[config.mk]
export PLATFORM = sky130hd
export DESIGN_NAME = if_prefetch_stage
export DESIGN_NICKNAME = d
export VERILOG_FILES = /design/src/rtl/if_prefetch_stage.sv
export SDC_FILE = /design/constraint.sdc
export NUM_CORES = 1
export LEC_CHECK = 0
export ABC_AREA = 1
export BUFFER_PORTS_ARGS = -buffer_cell sky130_fd_sc_hd__buf_2
export CAP_MARGIN = 30
export CORE_ASPECT_RATIO = 1.1
export CORE_MARGIN = 5
export CORE_UTILIZATION = 41
export CTS_CLUSTER_DIAMETER = 50
export DETAILED_ROUTE_END_ITERATION = 6
export PLACE_DENSITY_LB_ADDON = 0.08
export SYNTH_ARGS = -nofsm -noshare
export SYNTH_HDL_FRONTEND = slang
export SYNTH_SLANG_ARGS = --single-unit
export TNS_END_PERCENT = 20
[constraint.sdc]
create_clock -name clk -period 5.55 [get_ports clk]
set_clock_uncertainty 0.05 [all_clocks]
set_input_delay 0.8325 -clock clk [delete_from_list [all_inputs] [get_ports clk]]
set_output_delay 0.8325 -clock clk [all_outputs]
set_load 0.005 [all_outputs]
[src/rtl/if_prefetch_stage.sv]
// ---------------------------------------------------------------------------
// if_prefetch_stage
//
// Instruction-fetch prefetch stage. It issues in-order fetch requests to
// instruction memory, buffers the returned words together with their PCs in
// a small FIFO, and presents the FIFO head to decode with zero-latency
// dequeue. A redirect (branch/jump/trap) flushes the buffer and restarts
// fetching at the new target. Responses still in flight for the old stream
// are dropped while the block sits in DISCARD.
//
// Parameters
//   DATA_WIDTH  instruction word width
//   FIFO_DEPTH  prefetch buffer entries (power of 2, >= 2)
//   PC_STEP     byte increment per fetched word
//
// Ports
//   clk            clock, rising edge
//   rst_n          asynchronous active-low reset
//   boot_add       start address, sampled in BOOT
//   redirect_i     redirect strobe
//   redirect_pc_i  redirect target
//   imem_req_o     fetch request
//   imem_addr_o    fetch address (current fetch PC)
//   imem_gnt_i     request accepted this cycle
//   imem_rvalid_i  in-order response valid
//   imem_rdata_i   response word
//   id_valid_o     buffer head valid to decode
//   id_ready_i     decode accepts head
//   id_pc_o        PC of head entry (0 when empty)
//   id_instr_o     instruction of head entry (0 when empty)
//   fifo_count_o   occupied buffer entries
// ---------------------------------------------------------------------------
module if_prefetch_stage #(
  parameter int DATA_WIDTH = 32,
  parameter int FIFO_DEPTH = 4,
  parameter int PC_STEP    = 4
) (
  input  logic                          clk,
  input  logic                          rst_n,
  input  logic [31:0]                   boot_add,
  input  logic                          redirect_i,
  input  logic [31:0]                   redirect_pc_i,
  output logic                          imem_req_o,
  output logic [31:0]                   imem_addr_o,
  input  logic                          imem_gnt_i,
  input  logic                          imem_rvalid_i,
  input  logic [DATA_WIDTH-1:0]         imem_rdata_i,
  output logic                          id_valid_o,
  input  logic                          id_ready_i,
  output logic [31:0]                   id_pc_o,
  output logic [DATA_WIDTH-1:0]         id_instr_o,
  output logic [$clog2(FIFO_DEPTH):0]   fifo_count_o
);

  localparam int PTR_W = $clog2(FIFO_DEPTH);
  localparam int CNT_W = PTR_W + 1;
  // Credit limit, one bit wider than the counters so count + outstanding
  // cannot overflow in the comparison.
  localparam logic [CNT_W:0] DEPTH_W = (CNT_W+1)'(FIFO_DEPTH);

  typedef enum logic [1:0] {
    ST_BOOT    = 2'd0,
    ST_RUN     = 2'd1,
    ST_DISCARD = 2'd2
  } state_t;

  state_t             r_state;
  logic [31:0]        r_fetch_pc;
  logic [31:0]        r_rsp_pc;
  logic [CNT_W-1:0]   r_outstanding;
  logic [CNT_W-1:0]   r_count;
  logic [PTR_W-1:0]   r_wr_ptr;
  logic [PTR_W-1:0]   r_rd_ptr;

  // Buffer storage; read combinationally at the head pointer.
  logic [31:0]           r_pc_mem    [FIFO_DEPTH];
  logic [DATA_WIDTH-1:0] r_instr_mem [FIFO_DEPTH];

  logic               w_credit_ok;
  logic               w_fire;
  logic               w_rsp_ok;
  logic               w_push;
  logic               w_pop;
  logic [CNT_W-1:0]   w_out_next;

  // Requests are only issued while the buffer plus everything already in
  // flight still fits, so a response always finds a free slot.
  assign w_credit_ok = ({1'b0, r_count} + {1'b0, r_outstanding}) < DEPTH_W;
  assign imem_req_o  = (r_state == ST_RUN) && w_credit_ok;
  assign imem_addr_o = r_fetch_pc;

  assign w_fire   = imem_req_o && imem_gnt_i;
  // A response with nothing outstanding is a protocol error and is ignored.
  assign w_rsp_ok = imem_rvalid_i && (r_outstanding != '0);
  // Responses are only kept in RUN and never in a redirect cycle; in every
  // other case they belong to an abandoned stream.
  assign w_push   = w_rsp_ok && (r_state == ST_RUN) && !redirect_i;

  assign id_valid_o = (r_state == ST_RUN) && (r_count != '0);
  assign w_pop      = id_valid_o && id_ready_i && !redirect_i;

  assign id_pc_o      = (r_count != '0) ? r_pc_mem[r_rd_ptr]    : '0;
  assign id_instr_o   = (r_count != '0) ? r_instr_mem[r_rd_ptr] : '0;
  assign fifo_count_o = r_count;

  // Outstanding count after this cycle, including a grant issued in a
  // redirect cycle (it is stale and must still be drained).
  assign w_out_next = r_outstanding + CNT_W'(w_fire) - CNT_W'(w_rsp_ok);

  always_ff @(posedge clk or negedge rst_n) begin
    if (!rst_n) begin
      r_state       <= ST_BOOT;
      r_fetch_pc    <= '0;
      r_rsp_pc      <= '0;
      r_outstanding <= '0;
      r_count       <= '0;
      r_wr_ptr      <= '0;
      r_rd_ptr      <= '0;
    end else begin
      r_outstanding <= w_out_next;
      if (redirect_i) begin
        r_fetch_pc <= redirect_pc_i;
        r_rsp_pc   <= redirect_pc_i;
        r_count    <= '0;
        r_wr_ptr   <= '0;
        r_rd_ptr   <= '0;
        if (r_state == ST_DISCARD) begin
          r_state <= ST_DISCARD;
        end else if (w_out_next == '0) begin
          r_state <= ST_RUN;
        end else begin
          r_state <= ST_DISCARD;
        end
      end else begin
        case (r_state)
          ST_BOOT: begin
            r_fetch_pc <= boot_add;
            r_rsp_pc   <= boot_add;
            r_state    <= ST_RUN;
          end
          ST_RUN: begin
            if (w_fire) begin
              r_fetch_pc <= r_fetch_pc + 32'(PC_STEP);
            end
            if (w_push) begin
              r_rsp_pc <= r_rsp_pc + 32'(PC_STEP);
              r_wr_ptr <= r_wr_ptr + 1'b1;
            end
            if (w_pop) begin
              r_rd_ptr <= r_rd_ptr + 1'b1;
            end
            r_count <= r_count + CNT_W'(w_push) - CNT_W'(w_pop);
          end
          ST_DISCARD: begin
            // Leave once the last stale response has been drained.
            if (r_outstanding == '0) begin
              r_state <= ST_RUN;
            end
          end
          default: begin
            r_state <= ST_BOOT;
          end
        endcase
      end
    end
  end

  always_ff @(posedge clk) begin
    if (w_push) begin
      r_pc_mem[r_wr_ptr]    <= r_rsp_pc;
      r_instr_mem[r_wr_ptr] <= imem_rdata_i;
    end
  end

  a_no_orphan_rsp: assert property (@(posedge clk) disable iff (!rst_n)
    imem_rvalid_i |-> (r_outstanding != '0));

  a_out_bound: assert property (@(posedge clk) disable iff (!rst_n)
    r_outstanding <= CNT_W'(FIFO_DEPTH));

endmodule

==> metrics.yaml <==
finalWeightedCongestion: 0.840
leakage_nw: 7.40
io_pins: 203
async_flop_share_pct: 22.9
arrival_ps: 3110
routed_via_density: 5.08
cp-start-kind: "register"
synth_area_mm2: 0.0153
yosysWarnings: 0
powerDensity_mw_per_mm2: 388
grt_max_degree: 91
portBuffers: 202
fmax_ghz: 0.250
numCtsBuffers: 41
fin_tns_setup_ps: 0
slew_violations: 0
synth-edff-count: 256
coreArea_mm2: 0.0369
drt-pass1-iter-count: 7
post_drt_wl_per_cell_um: 17.5
status: "completed"
synth.distinct_cells: 38
max_slew.worst_pin.slew_ps: 917
critPathKind: "reg -> out"
diodes: 0
cts_hold_buf: 0
slew_headroom_pct: 38.9
drive_above_1_share_pct: 17.1
drc: 0
cp-end-kind: "primary output"
grt_usage_pct: 19.4
cts.path.max_buffers: 3
htree_num_levels: 2
die_w_um: 194
hold_class: "in -> async"
clk_pin_slew_ps: 60
seq_area_frac_synth_pct: 62.8
areaGrowthSynthToFinish_pct: 18.3
postLayoutCellArea_mm2: 0.0180
antenna_left: 0
syn_nets: 1708
crit_fanout: 66
num_rows: 74
clock-sinks: 332
cts_setup_buffers: 0
cap_violations: 0
cts_resized: 0
synth-main-ff-cell: "edfxtp_1"
synthesis.instances: 1592
grt-ovfl-total: 0
vias: 11700
dpl_worst_slack_ps: 2040
period_minus_slack_ps: 3990
place_area_mm2: 0.0168
ir_drop_v: 0.000192
grt_first_pass_wirelength_um: 64700
cts_tree: "done"
grt_antenna_before_repair: 0
final.setup.worst_slack_ps: 1560
finalHoldViolCount: 0
crit_required_ps: 4670
ys_ff_latch: 332
num-nets-final: 1898
grt_pass1_vias: 11900
die_y_um: 212
drt-initial-drc-count: 655
dieArea_mm2: 0.0412
clock_latency_ps: 530
syn_avg_cell_area_um2: 9.58
finalWirelength_um: 40400
timing.final.crit_share_pct: 72.0
grt_setup_unrepaired: "no"
final.fill_count: 3502
initial_utilization_pct: 41.3
dpl.hpwl_um: 25600
finalSetupViolCount: 0
root_buffer: "clkbuf_16"
[synth_stat cells, types with 10 or more instances]
library cell  instances  share of area (%)
nor2_1              389                9.6
edfxtp_1            256                 50
nand2_1             220                5.4
o21ai_0             185                6.1
a21oi_1             116                3.8
inv_1               104                2.6
dfrtp_1              76                 12
nand3_1              57                1.9
buf_2                28               0.92
clkbuf_1             24               0.59
buf_1                21               0.52
nand4_1              18               0.74
ha_1                 12               0.98
nor3_1               11               0.36
a22o_1               10               0.57
[power by group]
group / leakage (nW) / internal [mW] / switching, mW
clock network: 0.603 / 1.42 / 1.01
logic: 3.58 / 0.405 / 0.713
registers: 3.21 / 3.04 / 0.408
total: 7.40 / 4.86 / 2.13
[stage by stage]
stage | utilization (%) | std cells | hold slack (ps) | power, mW
final | 48.8 | 2308 | 192 | 7.00
after global routing | 48.8 | 2308 | 211 | 7.40
after CTS | 48.8 | 2307 | 186 | 7.08
after detailed placement | 45.4 | 2232 | 498 | 4.62
after global placement | 45.4 | 2232 | 493 | 4.59
after floorplan | - | 1592 | 420 | 4.11
[logic make-up after synthesis]
family | count (synthesis) | synth area share [%]
and+or+nand+nor | 715 | 18.9
AOI/OAI and AO/OA | 341 | 11.8
DFF | 332 | 62.8
buffers and inverters | 187 | 4.95
adders and majority gates | 14 | 1.25
xor gates and xnor gates | 3 | 0.172
[final cells by class]
class | instances | area [um2] | area share, %
well taps | 494 | 618 | 3.43
flip-flops and latches | 332 | 9590 | 53.2
repair buffers | 224 | 1220 | 6.78
multi-input cells | 1073 | 4950 | 27.4
clock inverters | 24 | 138 | 0.763
inverters | 110 | 415 | 2.30
clock buffers | 51 | 1110 | 6.13
[placed cells by master, fill, tap and decap left out, drive strengths merged, types with 11 or more instances in the layout]
cell type  count
nand2        221
nand4         18
nand3         59
edfxtp       256
a21oi        117
o21ai        187
nor3          11
clkinv        20
buf          224
inv          112
ha            12
dfrtp         76
clkbuf        51
nor2         400
[registers in the layout, indices dropped and copies added (netlist names)]
register / count
r_outstanding: 3
imem_addr_o: 32
r_rd_ptr: 2
r_instr_mem: 128
r_rsp_pc: 32
r_wr_ptr: 2
r_state: 2
r_pc_mem: 128
fifo_count_o: 3
[path summary, 6_finish.rpt]
path	depth (start not counted)	start	to	slack (ps)
min in group clk	1	imem_rdata_i[26]	r_instr_mem[1][26]$_DFFE_PP_	470
max in group asynchronous	2	rst_n	imem_addr_o[28]$_DFFE_PN0P_	4200
max	5	r_rd_ptr[0]$_DFFE_PN0P_	id_instr_o[19]	1560
max reg2reg	11	r_state[1]$_DFFE_PN0P_	fifo_count_o[2]$_DFFE_PN0P_	2450
min	1	rst_n	r_rsp_pc[8]$_DFFE_PN0P_	190
min reg2reg	1	r_outstanding[0]$_DFF_PN0_	r_outstanding[0]$_DFF_PN0_	510
[routing by layer]
| metal | wire length (um) | GRT usage, % | share of wire, % |
|---|---|---|---|
| met1 | 18800 | 26.7 | 47 |
| met2 | 18900 | 32.5 | 47 |
| met3 | 1960 | 3.20 | 4.8 |
| met4 | 757 | 4.83 | 1.9 |
| met5 | 0 | 0 | 0 |
[critical path: stages (launching register included)]
cell,delay (ps)
dfrtp_4,730
clkinv_2,790
buf_4,540
o21ai_0,220
a21oi_1,110
buf_2,180
Note: power is estimated with default switching activity, not from simulation.
